--- src/rtl/alu_irq_ctrl.sv ---
// Interrupt-service stage for the ALU: captures tagged results into an event FIFO,
// acknowledges via alu_irq_clr, and keeps saturating counters plus a stuck-irq flag.
module alu_irq_ctrl #(
    parameter int DEPTH       = 4,
    parameter int CLR_CYCLES  = 1,
    parameter int STUCK_LIMIT = 16,
    parameter int THRESH      = 2
) (
    input  logic                         alu_clk,
    input  logic                         rst,
    input  logic                         alu_irq,
    input  logic [7:0]                   alu_out,
    input  logic                         alu_enable_a,
    input  logic                         alu_enable_b,
    input  logic [1:0]                   alu_op_a,
    input  logic [1:0]                   alu_op_b,
    output logic                         alu_irq_clr,
    output logic                         evt_valid,
    input  logic                         evt_ready,
    output logic [10:0]                  evt_data,
    output logic [$clog2(DEPTH+1)-1:0]   fifo_level,
    output logic                         host_irq,
    output logic [15:0]                  irq_count,
    output logic [7:0]                   drop_count,
    output logic                         stuck_err
);
    localparam int LW = $clog2(DEPTH+1);
    localparam int PW = $clog2(DEPTH);
    localparam int SW = $clog2(STUCK_LIMIT+1);
    localparam logic [LW-1:0] FULL_LVL   = LW'(DEPTH);
    localparam logic [LW-1:0] THRESH_LVL = LW'(THRESH);
    localparam logic [3:0]    CLR_LAST   = 4'(CLR_CYCLES-1);
    localparam logic [SW-1:0] STUCK_LAST = SW'(STUCK_LIMIT-1);
    localparam logic [SW-1:0] STUCK_MAX  = SW'(STUCK_LIMIT);

    typedef enum logic [1:0] {S_IDLE, S_CLEAR, S_WAIT_LOW} state_t;

    state_t          r_state, w_state_next;
    logic [3:0]      r_clr_cnt;
    logic [SW-1:0]   r_stuck_cnt;
    logic            r_irq_clr, r_stuck_err, r_host_irq;
    logic            w_capture, w_clr_next, w_stuck_hit;

    logic [10:0]     r_mem [DEPTH];
    logic [PW-1:0]   r_wr_ptr, r_rd_ptr, w_rd_next;
    logic [LW-1:0]   r_level, w_level_next;
    logic [10:0]     r_evt_data, w_rec;
    logic [15:0]     r_irq_count;
    logic [7:0]      r_drop_count;
    logic            w_full, w_pop, w_push, w_drop, w_mode;
    logic [1:0]      w_op;

    // FSM state register
    always_ff @(posedge alu_clk or posedge rst) begin
        if (rst) begin
            r_state     <= S_IDLE;
            r_clr_cnt   <= '0;
            r_stuck_cnt <= '0;
            r_irq_clr   <= 1'b0;
            r_stuck_err <= 1'b0;
        end else begin
            r_state   <= w_state_next;
            r_irq_clr <= w_clr_next;
            r_clr_cnt <= (r_state == S_CLEAR) ? r_clr_cnt + 4'd1 : 4'd0;
            if (r_state == S_WAIT_LOW && alu_irq) begin
                if (r_stuck_cnt != STUCK_MAX)
                    r_stuck_cnt <= r_stuck_cnt + SW'(1);
            end else begin
                r_stuck_cnt <= '0;
            end
            if (w_stuck_hit)
                r_stuck_err <= 1'b1;
        end
    end

    // FSM next state
    always_comb begin
        w_state_next = r_state;
        case (r_state)
            S_IDLE:     if (alu_irq) w_state_next = S_CLEAR;
            S_CLEAR:    if (r_clr_cnt == CLR_LAST) w_state_next = S_WAIT_LOW;
            S_WAIT_LOW: if (!alu_irq) w_state_next = S_IDLE;
            default:    w_state_next = S_IDLE;
        endcase
    end

    // FSM outputs; alu_irq_clr is registered from the upcoming state
    always_comb begin
        w_capture   = (r_state == S_IDLE) && alu_irq;
        w_clr_next  = (w_state_next == S_CLEAR);
        w_stuck_hit = (r_state == S_WAIT_LOW) && alu_irq && (r_stuck_cnt == STUCK_LAST);
    end

    always_comb begin
        w_mode = !(alu_enable_a && !alu_enable_b);
        w_op   = w_mode ? alu_op_b : alu_op_a;
        w_rec  = {w_mode, w_op, alu_out};
    end

    assign w_full    = (r_level == FULL_LVL);
    assign w_pop     = evt_valid && evt_ready;
    assign w_push    = w_capture && (!w_full || w_pop);
    assign w_drop    = w_capture && !w_push;
    assign w_rd_next = w_pop ? r_rd_ptr + PW'(1) : r_rd_ptr;

    always_comb begin
        w_level_next = r_level;
        if (w_push && !w_pop)
            w_level_next = r_level + LW'(1);
        else if (w_pop && !w_push)
            w_level_next = r_level - LW'(1);
    end

    always_ff @(posedge alu_clk) begin
        if (w_push)
            r_mem[r_wr_ptr] <= w_rec;
    end

    // evt_data is a registered copy of the next head, so it simply holds when empty
    always_ff @(posedge alu_clk or posedge rst) begin
        if (rst) begin
            r_wr_ptr     <= '0;
            r_rd_ptr     <= '0;
            r_level      <= '0;
            r_evt_data   <= '0;
            r_host_irq   <= 1'b0;
            r_irq_count  <= '0;
            r_drop_count <= '0;
        end else begin
            if (w_push)
                r_wr_ptr <= r_wr_ptr + PW'(1);
            r_rd_ptr   <= w_rd_next;
            r_level    <= w_level_next;
            r_host_irq <= (w_level_next >= THRESH_LVL);
            if (w_level_next != '0)
                r_evt_data <= (w_push && r_wr_ptr == w_rd_next) ? w_rec : r_mem[w_rd_next];
            if (w_capture && r_irq_count != 16'hFFFF)
                r_irq_count <= r_irq_count + 16'd1;
            if (w_drop && r_drop_count != 8'hFF)
                r_drop_count <= r_drop_count + 8'd1;
        end
    end

    assign alu_irq_clr = r_irq_clr;
    assign evt_valid   = (r_level != '0);
    assign evt_data    = r_evt_data;
    assign fifo_level  = r_level;
    assign host_irq    = r_host_irq;
    assign irq_count   = r_irq_count;
    assign drop_count  = r_drop_count;
    assign stuck_err   = r_stuck_err;
endmodule

--- config.mk ---
export PLATFORM = sky130hd
export DESIGN_NAME = alu_irq_ctrl
export DESIGN_NICKNAME = d
export VERILOG_FILES = /design/src/rtl/alu_irq_ctrl.sv
export SDC_FILE = /design/constraint.sdc
export NUM_CORES = 1
export LEC_CHECK = 0
export CAP_MARGIN = 5
export CORE_ASPECT_RATIO = 0.5
export CORE_MARGIN = 4
export CORE_UTILIZATION = 35
export DETAILED_ROUTE_END_ITERATION = 7
export GPL_TIMING_DRIVEN = 0
export SLEW_MARGIN = 0
export SYNTH_ARGS = -nofsm -noshare
export SYNTH_HDL_FRONTEND = slang
export SYNTH_SLANG_ARGS = --single-unit
--- constraint.sdc ---
create_clock -name alu_clk -period 3.15 [get_ports alu_clk]
set_input_delay 0.63 -clock alu_clk [delete_from_list [all_inputs] [get_ports alu_clk]]
set_output_delay 0.63 -clock alu_clk [all_outputs]
set_load 0.01 [all_outputs]
==> out/summary.log <==
[place] number of cells after detailed placement 538
[timing] final worst path period need 2.99 ns
[critical_path] category of the worst setup path capture point flop
[place] count of buffers inserted at the top-level ports 58
[clock_network] sink count of the clock tree 100
[synthesis] post-synthesis instance total 314
[clock_network] number of buffers inserted for hold repair after clock tree synthesis 0
[critical_path] Critical Path Max Stage Delay 0.52 ns
[final_layout] non-filler cells in the finished layout 554
[pwr] Sw Ratio 31.7%
[timing] Highest Clock Rate 0.335 GHz
[clock_network] TritonCTS clock tree yes
[pwr] Leakage 2.27 nW
[critical_path] startpoint of the worst-slack reg-to-reg timing path fifo_level[1]
[synthesis] Mapped Nets 346
[run] Max-Cap Viols 0
[timing] worst slew margin relative to its limit 44.5%
[critical_path] r2r setup slk 0.23 ns
[timing] RSZ-0062 raised after global routing no
[critical_path] Critical Path AT 3.22 ns
[synthesis] Mapped Area 4440 um^2
[route] ratio of routed vias to standard cells 4.79
[synthesis] part of the Yosys area used for sequential elements 61.3%
[timing] Slew @ Worst Pin 0.832 ns
[global_route] overall overflow remaining after global route 0
[floorplanning] vertical die dimension 87.7 um
[route] detailed-route wire length per cell 15.2 um
[pwr] part of the total power dissipated in sequential elements 37.6%
[clock_network] CTS Buffer Depth 2
[synthesis] synthesized area divided by synthesized cell count 14.2 um^2
[critical_path] Reg2Reg Depth 9
[critical_path] worst setup path category in -> reg
[clock_network] worst skew pair latency 0.34 ns
[timing] share of the clock period used by the worst path 94.8%
[min_path] endpoint with the worst hold slack stuck_err
[synthesis] share of the synthesized area in the top cell type 31.5%
[timing] Fin Setup TNS 0 ns
[place] routability-driven placement congestion ratio 0.727
[timing] Max Slew Vio Count 0
[global_route] largest net degree at the start of global routing 35
[final_layout] # nets final 416
[critical_path] launching element type of the critical path primary input
[critical_path] required time worst endpoint 3.38 ns
[synthesis] top post-synthesis cells by area sky130_fd_sc_hd__dfrtp_1 32%, sky130_fd_sc_hd__edfxtp_1 30%, sky130_fd_sc_hd__mux4_2 5.6%
[final_layout] share of layout cells above drive strength 1 16.5%
[timing] count of final setup violators 0
[clock_network] post-CTS setup-driven buffer insertion count 0
[final_layout] area delta synth->final 26.1%
[run_status] result of the run completed
[min_path] min-delay src stuck_err
[final_layout] # diodes 0
[timing] Worst Clk Skew 0.00613 ns
[floorplanning] floorplan core area 12100 um^2
[floorplanning] initial core utilization 36.7%
[route] detailed-route wire length 8440 um
[critical_path] worst reg2reg endpoint evt_data[3]
[clock_network] clock tree root driver cell sky130_fd_sc_hd__clkbuf_16
[floorplanning] Die Outline Area 14700 um^2
[synthesis] commonest register cell after synthesis sky130_fd_sc_hd__dfrtp_1
[global_route] antenna violations before repair 0
[pwr] Clock power frac 23.2%
[floorplanning] # rows 28
[global_route] overall routing resource usage 12.4%
[synthesis] async set-or-reset flop fraction in the synthesized netlist 56.0%
[global_route] vias in the first global route 2784
[place] Detailed Place HPWL 5650 um
[critical_path] Worst path slowest cell sky130_fd_sc_hd__clkdlybuf4s50_1
[route] drt pass-1 iters 4
[pwr] Pwr Density 896 nW/um^2
[route] detailed-route via count 2654
[pwr] Comb pwr share 39.2%
[clock_network] H-tree depth reported by CTS 3
[pwr] power spent charging and discharging nets 1.59 mW
[place] post-place setup slack -0.424 ns
[pwr] largest voltage drop on the vdd net 0.378 mV
[timing] final setup slack of the worst path 0.163 ns
[route] initial DRC count 93
[synthesis] Yosys Warn Count 0
[timing] final number of hold-violating endpoints 0
[final_layout] post-layout utilization of the core 46.2%
[floorplanning] die span in x 167 um
[critical_path] critical path peak fanout 10
[floorplanning] top-level I/O count 60
[global_route] wire length of the first global-routing pass 14400 um
[min_path] cell depth of the worst min-delay path 1
[synthesis] number of enable flip-flop cells after synthesis 44
[synthesis] leading cell type by number of instances after synthesis sky130_fd_sc_hd__dfrtp_1
[synthesis] post-synth cell types 41
[clock_network] clock transition at the registers of the reported paths 0.07 ns
[critical_path] cells traversed along the worst timing path clkdlybuf4s50_1 > or3b_1 > clkbuf_1 > a31oi_2 > o31a_1 > clkbuf_4 > mux2_2 > mux2_4
[pwr] internal power consumption 3.43 mW
[min_path] min-delay worst type reg -> reg
[synthesis] number of flip-flops and latches in the synthesized netlist 100
[route] DRC errors left 0
[route] number of antenna-violating nets in the routed design 0
[synthesis] library cell occupying the most area in the post-synthesis netlist sky130_fd_sc_hd__dfrtp_1
[clock_network] TritonCTS Buffers 9
[synthesis] Post-synth top cells 56 x sky130_fd_sc_hd__dfrtp_1, 44 x sky130_fd_sc_hd__edfxtp_1, 22 x sky130_fd_sc_hd__inv_1, 19 x sky130_fd_sc_hd__xnor2_1
-- layout make-up --
cell class	count	area, um^2
inverter	23	88.8
buffer	6	55.1
tap	165	206
clock buffer	9	225
sequential	100	2720
timing repair buffer	59	608
multi-input combinational	185	1600
clock inverter	7	95.1
fill	1116	6520
-- stage by stage --
stage / hold WS, ns / instance area, um^2 / power (mW)
6_report: 0.477 / 5600 / 5.02
5_1_grt: 0.522 / 5600 / 5.37
4_1_cts: 0.486 / 5590 / 5.09
3_5_place_dp: 0.466 / 5260 / 3.89
3_3_place_gp: 0.461 / 5230 / 3.86
2_1_floorplan: 0.454 / 4440 / 3.23
-- sequential cells by signal, indices dropped and copies added, names as in the netlist --
signal / count
evt_data: 11
r_wr_ptr: 2
r_clr_cnt: 4
fifo_level: 3
stuck_err: 1
r_state: 2
r_stuck_cnt: 5
drop_count: 8
r_mem: 44
irq_count: 16
r_rd_ptr: 2
host_irq: 1
alu_irq_clr: 1
-- layout by cell type (no fill, tap or decap), drive strengths merged, types with 3 or more instances in the layout --
master	n
clkdlybuf4s50	58
xor2	12
nor3	5
nand4	6
nand2	16
nand3	13
nor2	14
and3	7
edfxtp	44
clkbuf	11
a21oi	3
dfrtp	56
ha	14
clkinv	4
buf	5
inv	25
and2	9
o21ai	7
xnor2	19
a31oi	4
mux2	25
mux4	11
-- power groups by stage --
| stage | clock network (mW) | registers (mW) | logic, mW |
|---|---|---|---|
| 6_report | 1.17 | 1.89 | 1.97 |
| 4_1_cts | 1.21 | 1.89 | 1.99 |
| 3_3_place_gp | 0 | 1.91 | 1.95 |
| 2_1_floorplan | 0 | 1.94 | 1.29 |
| 3_5_place_dp | 0 | 1.91 | 1.98 |
| 5_1_grt | 1.27 | 1.93 | 2.17 |
-- kinds of logic (layout without fill, tap and decap cells) --
| family | count (synthesis) | after routing | synth area share, % |
|---|---|---|---|
| AOI/OAI and AO/OA | 22 | 22 | 3.18 |
| xor gates and xnor gates | 31 | 31 | 6.11 |
| adders and majority gates | 14 | 14 | 3.94 |
| buffers and inverters | 29 | 104 | 3.10 |
| DFF | 100 | 100 | 61.3 |
| muxes | 37 | 37 | 12.9 |
| and+or+nand+nor | 81 | 81 | 9.52 |
-- worst max-delay path, delay by kind of cell --
kind | cells | cell delay, ns
mux | 2 | 0.62
compound gates | 2 | 0.62
simple gates | 1 | 0.35
buf+inv | 3 | 0.98
-- routing by layer --
| metal | wire length, um | GRT usage [%] |
|---|---|---|
| met5 | 0 | 0 |
| met4 | 57 | 4.20 |
| met3 | 233 | 3.52 |
| met2 | 4070 | 20.4 |
| met1 | 4070 | 16.3 |
-- timing repair --
action	CTS	global route
gates cloned	0	0
resized for setup	2	6
endpoints found under the setup margin	10	10
hold endpoints to repair	0	0
-- how the worst max path moves through the flow --
stage | cells after the start | slack [ns] | start | end
finish | 8 | 0.16 | alu_irq | evt_data[3]
global route | 9 | 0.04 | fifo_level[1] | evt_data[3]
CTS | 10 | 0.04 | fifo_level[1] | evt_data[9]
detailed placement | 8 | -0.42 | alu_irq | evt_data[3]
global placement | 8 | -0.42 | alu_irq | evt_data[8]
floorplan | 10 | 0.34 | fifo_level[1] | evt_data[0]
No activity file was read; power rests on OpenSTA's default activity.
==> variant: new RTL, config.mk and constraints unchanged <==
Reset style: synchronous (`rst`), changed in 2 clocked blocks.
--- a/src/rtl/alu_irq_ctrl.sv
+++ b/src/rtl/alu_irq_ctrl.sv
@@ -51,7 +51,7 @@
     logic [1:0]      w_op;
 
     // FSM state register
-    always_ff @(posedge alu_clk or posedge rst) begin
+    always_ff @(posedge alu_clk) begin
         if (rst) begin
             r_state     <= S_IDLE;
             r_clr_cnt   <= '0;
@@ -117,7 +117,7 @@
     end
 
     // evt_data is a registered copy of the next head, so it simply holds when empty
-    always_ff @(posedge alu_clk or posedge rst) begin
+    always_ff @(posedge alu_clk) begin
         if (rst) begin
             r_wr_ptr     <= '0;
             r_rd_ptr     <= '0;
Function: differs if rst is asserted again (counterexample within 4 cycles, from zero or initial values and one cycle with rst high); with rst held inactive, the same outputs for 10 cycles.
==> variant against the unedited design <==
Cell area decreased by 2.3%; non-clock buffer count rose by 8; total power is 22% lower; hold slack better by 2.5 ps; largest cell class unchanged; worst setup slack gained 210 ps; sequential cell count did not move; count of clock-buffer cells in the layout did not move; routed wire length grew 6.7%; largest power group is now sequential cells; synthesized cell count increased by 18%; area after synthesis is 1.8% lower; highest routed layer unchanged; clock power down 4%; maximum frequency increased by 7.5%.
==> variant: results (changes against the unedited design) <==
| Parameter | Reported | Unit | vs unedited |
|:---|:---|:---|:---|
| Total Wirelength | 9000 | um | +6.7% |
| Area contributors post-synth | edfxtp_1 30%, dfxtp_1 26%, mux4_2 5.7% | - |  |
| Count of placed standard cells including taps | 594 | - | +10% |
| Aggregate global-route resource usage | 13.1 | % | +0.66 points |
| Largest Register | r_mem | - |  |
| Cells on worst reg2reg path | 10 | - | +1 |
| Syn_nets | 402 | - | +16% |
| Number of antenna repair diodes | 0 | - | unchanged |
| Sequential share of the synthesized area | 55.9 | % | -5.3 points |
| First-pass GRT wire length | 15000 | um | +4.3% |
| Post-synth top cells | 56 x dfxtp_1, 44 x edfxtp_1, 42 x nor2_1 | - |  |
| Detailed-routing iteration count for the pre-antenna-repair pass | 5 | - | +1 |
| Post-cts gate resize count | 0 | - | -2 |
| Area of placed instances | 0.00516 | mm^2 | -1.8% |
| Vias post-DR | 3000 | - | +13% |
| Clock Skews | 9.93 | ps | +3.79 ps |
| Proportion of synthesized flip-flops having asynchronous set or reset | 0 | % | -56 points |
| Main synth FF type | dfxtp_1 | - |  |
| First-iteration detailed-routing DRC count | 127 | - | +37% |
| NumNets Final | 472 | - | +13% |
| Critical-path maximum fanout | 9 | - | -1 |
| Layout cell share with drive strength beyond 1 | 10.3 | % | -6.1 points |
| Worst slack, placed | 152 | ps | +576 ps |
| Max-slew headroom | 47.0 | % | +2.5 points |
| Cell variety after synth | 50 | - | +22% |
| Result of the run | finished clean | - |  |
| DP HPWL | 6360 | um | +13% |
| Count of input and output buffers | 59 | - | +1.7% |
| Cell count after synthesis | 370 | - | +18% |
| Global placement routability congestion | 0.794 | - | +9.1% |
| Vias per cell | 4.92 | - | +2.7% |
| Leakage Power | 1.92 | nW | -15% |
[variant: report_power, final]
group | internal [mW] | switching [mW]
logic | 0.596 | 0.610
registers | 1.49 | 0.0902
clock network | 0.630 | 0.494
[variant: kinds of logic (layout without fill, tap and decap cells)]
| kind of cell | count (synthesis) | count (layout) | share of synthesized area (%) |
|---|---|---|---|
| flip-flops | 100 | 100 | 55.9 |
| buffers and inverters | 30 | 105 | 3.27 |
| AO/OA/AOI/OAI | 58 | 58 | 8.66 |
| XOR/XNOR | 28 | 28 | 5.62 |
| multiplexers | 27 | 27 | 9.40 |
| adder cells (fa/ha/maj) | 14 | 14 | 4.01 |
| AND/OR/NAND/NOR | 113 | 113 | 13.1 |
[variant: cell type report]
| class | count | area [um^2] |
|---|---|---|
| buffer | 14 | 82.6 |
| clock buffer | 9 | 225 |
| clock inverter | 7 | 85.1 |
| fill | 1129 | 6540 |
| inverter | 16 | 60.1 |
| multi-input combinational | 240 | 1780 |
| sequential | 100 | 2440 |
| tap | 165 | 206 |
| timing repair buffer | 59 | 591 |
[variant: worst paths after layout]
kind            startpoint            to  slack, ps
max          fifo_level[0]     evt_valid        370
min           r_clr_cnt[0]  r_clr_cnt[0]        480
min reg2reg   r_clr_cnt[0]  r_clr_cnt[0]        480
max reg2reg  fifo_level[0]   evt_data[2]        440
[variant: critical path, stage by stage (launching register included)]
cell and delay, ps:
dfxtp_1 490, inv_1 130, ha_1 320, and2b_4 230, inv_2 90, clkdlybuf4s50_1 550
[variant: metal layers]
| layer | track usage [%] | vias to the layer above | routed length [um] |
|---|---|---|---|
| li1 | - | 1487 | - |
| met1 | 17.3 | 1459 | 4410 |
| met2 | 21.4 | 52 | 4280 |
| met3 | 3.85 | 2 | 293 |
| met4 | 3.37 | 0 | 19 |
| met5 | 0 | - | 0 |
